**config.mk**
```make
export PLATFORM = sky130hd
export DESIGN_NAME = instruction_decode
export DESIGN_NICKNAME = d
export VERILOG_FILES = /design/src/rtl/instruction_decode.sv
export SDC_FILE = /design/constraint.sdc
export NUM_CORES = 2
export LEC_CHECK = 0
export BUFFER_PORTS_ARGS = -buffer_cell sky130_fd_sc_hd__buf_2
export CAP_MARGIN = 40
export CORE_UTILIZATION = 60
export DETAILED_ROUTE_END_ITERATION = 8
export PLACE_DENSITY = 0.86
export SYNTH_ARGS = -nofsm -noshare
export SYNTH_HDL_FRONTEND = slang
export SYNTH_SLANG_ARGS = --single-unit
export TNS_END_PERCENT = 30
```
**constraint.sdc**
```tcl
create_clock -name i_clk -period 110.6 [get_ports i_clk]
set_input_delay 16.59 -clock i_clk [delete_from_list [all_inputs] [get_ports i_clk]]
set_output_delay 16.59 -clock i_clk [all_outputs]
set_load 0.05 [all_outputs]
```
**src/rtl/instruction_decode.sv**
```systemverilog
// RV32I decode stage: 32x32 register file, immediate/control decode, load-use stall, ID/EX register.
// Define ID_WB_BYPASS_EN to forward same-cycle writeback data onto the register read ports.
module instruction_decode (
    input  logic        i_clk,
    input  logic        i_reset,
    input  logic [31:0] i_if_id_pc,
    input  logic [31:0] i_if_id_instruction,
    input  logic        i_wb_we,
    input  logic [4:0]  i_wb_rd,
    input  logic [31:0] i_wb_data,
    input  logic        i_flush,
    output logic        o_stall,
    output logic [31:0] o_id_ex_pc,
    output logic [31:0] o_id_ex_rs1_data,
    output logic [31:0] o_id_ex_rs2_data,
    output logic [31:0] o_id_ex_imm,
    output logic [4:0]  o_id_ex_rs1,
    output logic [4:0]  o_id_ex_rs2,
    output logic [4:0]  o_id_ex_rd,
    output logic [2:0]  o_id_ex_funct3,
    output logic        o_id_ex_funct7b5,
    output logic        o_id_ex_reg_write,
    output logic        o_id_ex_mem_read,
    output logic        o_id_ex_mem_write,
    output logic        o_id_ex_mem_to_reg,
    output logic        o_id_ex_alu_src,
    output logic        o_id_ex_a_sel,
    output logic        o_id_ex_branch,
    output logic        o_id_ex_jump,
    output logic        o_id_ex_illegal,
    output logic [1:0]  o_id_ex_alu_op
);

    localparam logic [6:0] OpR      = 7'b0110011;
    localparam logic [6:0] OpImm    = 7'b0010011;
    localparam logic [6:0] OpLoad   = 7'b0000011;
    localparam logic [6:0] OpStore  = 7'b0100011;
    localparam logic [6:0] OpBranch = 7'b1100011;
    localparam logic [6:0] OpJal    = 7'b1101111;
    localparam logic [6:0] OpJalr   = 7'b1100111;
    localparam logic [6:0] OpLui    = 7'b0110111;
    localparam logic [6:0] OpAuipc  = 7'b0010111;

    typedef struct packed {
        logic [31:0] pc;
        logic [31:0] rs1_data;
        logic [31:0] rs2_data;
        logic [31:0] imm;
        logic [4:0]  rs1;
        logic [4:0]  rs2;
        logic [4:0]  rd;
        logic [2:0]  funct3;
        logic        funct7b5;
        logic        reg_write;
        logic        mem_read;
        logic        mem_write;
        logic        mem_to_reg;
        logic        alu_src;
        logic        a_sel;
        logic        branch;
        logic        jump;
        logic        illegal;
        logic [1:0]  alu_op;
    } id_ex_t;

    logic [31:0] regs_q [32];
    logic [31:0] regs_d [32];
    id_ex_t      id_ex_q, id_ex_d, dec;

    logic [31:0] inst;
    logic [6:0]  opcode;
    logic [4:0]  rs1_idx, rs2_idx;
    logic [31:0] rs1_rd, rs2_rd;
    logic        legal, use_rs1, use_rs2, stall;

    assign inst    = i_if_id_instruction;
    assign opcode  = inst[6:0];
    assign rs1_idx = (opcode == OpLui) ? 5'd0 : inst[19:15];
    assign rs2_idx = inst[24:20];

    always_comb begin
        regs_d = regs_q;
        if (i_wb_we && (i_wb_rd != 5'd0)) begin
            regs_d[i_wb_rd] = i_wb_data;
        end
    end

    // regs_q[0] is never written, so index 0 reads zero without a special case.
    always_comb begin
        rs1_rd = regs_q[rs1_idx];
        rs2_rd = regs_q[rs2_idx];
`ifdef ID_WB_BYPASS_EN
        if (i_wb_we && (i_wb_rd != 5'd0) && (i_wb_rd == rs1_idx)) rs1_rd = i_wb_data;
        if (i_wb_we && (i_wb_rd != 5'd0) && (i_wb_rd == rs2_idx)) rs2_rd = i_wb_data;
`endif
    end

    always_comb begin
        dec     = '0;
        legal   = 1'b1;
        use_rs1 = 1'b1;
        use_rs2 = 1'b0;
        unique case (opcode)
            OpR: begin
                dec.reg_write = 1'b1;
                dec.alu_op    = 2'b10;
                use_rs2       = 1'b1;
            end
            OpImm: begin
                dec.reg_write = 1'b1;
                dec.alu_src   = 1'b1;
                dec.alu_op    = 2'b11;
                dec.imm       = {{20{inst[31]}}, inst[31:20]};
            end
            OpLoad: begin
                dec.reg_write  = 1'b1;
                dec.mem_read   = 1'b1;
                dec.mem_to_reg = 1'b1;
                dec.alu_src    = 1'b1;
                dec.imm        = {{20{inst[31]}}, inst[31:20]};
            end
            OpStore: begin
                dec.mem_write = 1'b1;
                dec.alu_src   = 1'b1;
                dec.imm       = {{20{inst[31]}}, inst[31:25], inst[11:7]};
                use_rs2       = 1'b1;
            end
            OpBranch: begin
                dec.branch = 1'b1;
                dec.alu_op = 2'b01;
                dec.imm    = {{19{inst[31]}}, inst[31], inst[7], inst[30:25], inst[11:8], 1'b0};
                use_rs2    = 1'b1;
            end
            OpJal: begin
                dec.jump      = 1'b1;
                dec.reg_write = 1'b1;
                dec.a_sel     = 1'b1;
                dec.imm       = {{11{inst[31]}}, inst[31], inst[19:12], inst[20],
                                 inst[30:21], 1'b0};
            end
            OpJalr: begin
                dec.jump      = 1'b1;
                dec.reg_write = 1'b1;
                dec.alu_src   = 1'b1;
                dec.imm       = {{20{inst[31]}}, inst[31:20]};
            end
            OpLui: begin
                dec.reg_write = 1'b1;
                dec.alu_src   = 1'b1;
                dec.imm       = {inst[31:12], 12'b0};
            end
            OpAuipc: begin
                dec.reg_write = 1'b1;
                dec.alu_src   = 1'b1;
                dec.a_sel     = 1'b1;
                dec.imm       = {inst[31:12], 12'b0};
            end
            default: begin
                legal   = 1'b0;
                use_rs1 = 1'b0;
            end
        endcase
        dec.pc       = i_if_id_pc;
        dec.rs1      = rs1_idx;
        dec.rs2      = rs2_idx;
        dec.rs1_data = rs1_rd;
        dec.rs2_data = rs2_rd;
        dec.funct3   = inst[14:12];
        dec.funct7b5 = inst[30];
        // Only instructions that write a register expose a destination downstream.
        dec.rd       = dec.reg_write ? inst[11:7] : 5'd0;
    end

    always_comb begin
        stall = !i_flush && id_ex_q.mem_read && (id_ex_q.rd != 5'd0) &&
                ((use_rs1 && (id_ex_q.rd == rs1_idx)) ||
                 (use_rs2 && (id_ex_q.rd == rs2_idx)));
        id_ex_d = '0;
        if (i_flush || stall) begin
            id_ex_d = '0;
        end else if (!legal) begin
            id_ex_d.illegal = 1'b1;
            id_ex_d.pc      = i_if_id_pc;
        end else begin
            id_ex_d = dec;
        end
    end

    always_ff @(posedge i_clk or posedge i_reset) begin
        if (i_reset) begin
            for (int i = 0; i < 32; i++) regs_q[i] <= '0;
            id_ex_q <= '0;
        end else begin
            regs_q  <= regs_d;
            id_ex_q <= id_ex_d;
        end
    end

    assign o_stall            = stall;
    assign o_id_ex_pc         = id_ex_q.pc;
    assign o_id_ex_rs1_data   = id_ex_q.rs1_data;
    assign o_id_ex_rs2_data   = id_ex_q.rs2_data;
    assign o_id_ex_imm        = id_ex_q.imm;
    assign o_id_ex_rs1        = id_ex_q.rs1;
    assign o_id_ex_rs2        = id_ex_q.rs2;
    assign o_id_ex_rd         = id_ex_q.rd;
    assign o_id_ex_funct3     = id_ex_q.funct3;
    assign o_id_ex_funct7b5   = id_ex_q.funct7b5;
    assign o_id_ex_reg_write  = id_ex_q.reg_write;
    assign o_id_ex_mem_read   = id_ex_q.mem_read;
    assign o_id_ex_mem_write  = id_ex_q.mem_write;
    assign o_id_ex_mem_to_reg = id_ex_q.mem_to_reg;
    assign o_id_ex_alu_src    = id_ex_q.alu_src;
    assign o_id_ex_a_sel      = id_ex_q.a_sel;
    assign o_id_ex_branch     = id_ex_q.branch;
    assign o_id_ex_jump       = id_ex_q.jump;
    assign o_id_ex_illegal    = id_ex_q.illegal;
    assign o_id_ex_alu_op     = id_ex_q.alu_op;

endmodule
```
==> run metrics <==
syn_area_per_cell roughly 13 um^2; CP bufs+invs 3; post-CTS sizing 0; Std-Cell Rows 115; Post-CTS Setup Inserts 0; synthesized cell area 0.06012 mm^2; post-DR vias/cell 7.464; Slew Limit Fails 0; core area 0.09885 mm^2; Hold Crit Start regs_q[1001]; worst-margin pin slew 1.005 ns; synth unique cells 61; Slew HR 0.3303; Seq cells post-synth 1181; Syn. warnings 0; NumNets Final roughly 4600; Clock Pin Slew Worst Setup and Hold Paths about 0.060 ns; Post-DRT Antenna Nets 0; post-synthesis sequential area ratio 0.4916; P_int ~0.87 mW; setup slack at placement 74.50 ns; Vias 44040; Seq pwr share 0.465; most common cell in the netlist dfrtp_1; Critical path origin i_if_id_instruction[3]; largest net degree at the start of global routing approximately 180; Yosys top cell area share 0.4916; Max stage delay cell, worst path nor2_4; CP cell instances buf_2 > nand3b_1 > nor2_4 > buf_4 > o32a_1 > nor3_1 > nor2_1 > nor4_1 > buf_2; Skew-Pair Late Insertion Delay 0.73 ns; fmax 27.60 MHz; clock sinks roughly 1200; Commonest cells post-synth dfrtp_1 (1181), mux2_2 (987), clkbuf_1 (385); Synth Instances 4534; wire length after detailed routing around 190 mm; Synth area leader dfrtp_1; final setup vio count 0; post-route total power 1.210 mW; Setup WS post-layout 74.37 ns; Initial Util 0.6082; endpoints failing hold 0; run status finished clean; Pre-antenna DRT Iters 6; RSZ-0062 raised after global routing false; Slowest Stage Delay on Critical Path 0.89 ns; Die ar. about 0.10 mm^2; CP dominant cell by count buf_2; IO Pins 264; Detailed Route Iter0 Violations roughly 6500; Worst setup EP type primary output; Switching Fraction 0.2772; vias in the first global route between 40000 and 50000; setup TNS 0 ns; P_leak 29.62 nW; worst setup path category in2out; H-Tree Depth 3; root buf cell clkbuf_16; antenna violations before repair 14; fraction of layout cells with a size suffix above 1 0.4262; Die Y 318.5 um; first-pass GRT wire length around 280 mm; Placer Congestion 0.8878; Final HPWL DP roughly 100 mm; Reg2Reg Launch Point o_id_ex_rd[3]; worst hold path class reg2reg; Post-synth ARST share 1.000; Worst Skew 0.02992 ns; synth top area cells dfrtp_1 (49%), mux2_2 (18%), mux4_2 (12%); Num CTS Buffers 115; Tmin final 36.23 ns; port bufs 263; total global-route track usage 0.3703; hold_buf cts 0; WL per Instance 32.05 um; Startpoint Class input port; Residual DRC 0; crit path DAT approximately 20 ns; clock share of power 0.352; Pwr per Cell Area 18.15 mW/mm^2; EDFF count, synth 0; CP max FO 46; Worst path top cell family by delay simple AND/OR/NAND/NOR gates; Synthesized Nets 4639; total of max-cap violations 0; CTS tree built; GRT overflow 0; Syn-to-layout area delta 10.92%; Required @ worst endpoint 94.01 ns; Psw 0.3355 mW; Max VDD drop 0.01415 mV; fin crit share 0.3275; Die Wd 318.5 um; Max Root-Sink Buffers 3; logic gate share of total power 0.184; Post-synth top flop dfrtp_1
==> power groups by stage <==
stage               Sequential [mW]  Combinational [mW]  Clock [mW]
floorplan                     0.553               0.169           0
global placement              0.558               0.206           0
detailed placement            0.564               0.217           0
CTS                           0.558               0.220       0.427
global route                  0.569               0.235       0.444
finish                        0.562               0.223       0.426
==> metal layers <==
metal / vias up / global-route usage / routed length, um
li1: 17090 / - / -
met1: 22300 / 0.4760 / 66320
met2: 3612 / 0.5522 / 84410
met3: 1022 / 0.1210 / 25460
met4: 18 / 0.2159 / 12760
met5: - / 0.002837 / 134
==> flip-flops by register name (all words and copies together), names as in the netlist, 2 cells and up <==
name	flops
regs_q	1024
o_id_ex_imm	32
o_id_ex_pc	32
o_id_ex_rs1_data	32
o_id_ex_rs2_data	32
o_id_ex_rd	5
o_id_ex_rs1	5
o_id_ex_rs2	5
o_id_ex_funct3	3
o_id_ex_alu_op	2
==> cell families after synthesis <==
logic type / synth area share
and+or+nand+nor: 0.05334
muxes: 0.3411
xor gates and xnor gates: 0.001166
buffers and inverters: 0.03522
DFF: 0.4916
AOI/OAI and AO/OA: 0.07761
==> layout by cell type (no fill, tap or decap), drive strengths merged, types with 136 or more instances in the layout <==
cell,n
a21oi,188
buf,370
clkbuf,160
dfrtp,1181
mux2,987
mux2i,218
mux4,320
nor2,276
o22ai,136
==> through the flow <==
step,cell area (um^2),hold slack (ns),util,cells
2_1_floorplan,60120,0.4461,-,4534
3_3_place_gp,61960,0.3822,0.6268,5653
3_5_place_dp,62540,0.3858,0.6327,5676
4_1_cts,66640,0.4018,0.6742,5894
5_1_grt,66680,0.4132,0.6745,5897
6_report,66680,0.4011,0.6746,5900
==> cell type report <==
type	instances	area [um^2]
Multi-Input combinational cell	2818	28660
Fill cell	6420	32170
Clock buffer	159	3336
Antenna cell	5	12.51
Tap cell	1287	1610
Inverter	20	87.58
Timing Repair Buffer	371	2660
Sequential cell	1181	29550
Clock inverter	59	768.2
==> final timing paths <==
path | to | slack (ns) | cells past startpoint
min in group asynchronous | o_id_ex_imm[10] | 16.04 | 2
worst min register to register | regs_q[1001] | 0.40 | 0
max in group asynchronous | regs_q[949] | 91.95 | 6
worst max-delay path | o_stall | 74.37 | 9
worst min-delay path | regs_q[1001] | 0.40 | 0
worst max register to register | o_id_ex_rs1_data[26] | 107.04 | 6
Note: power is estimated with default switching activity, not from simulation.
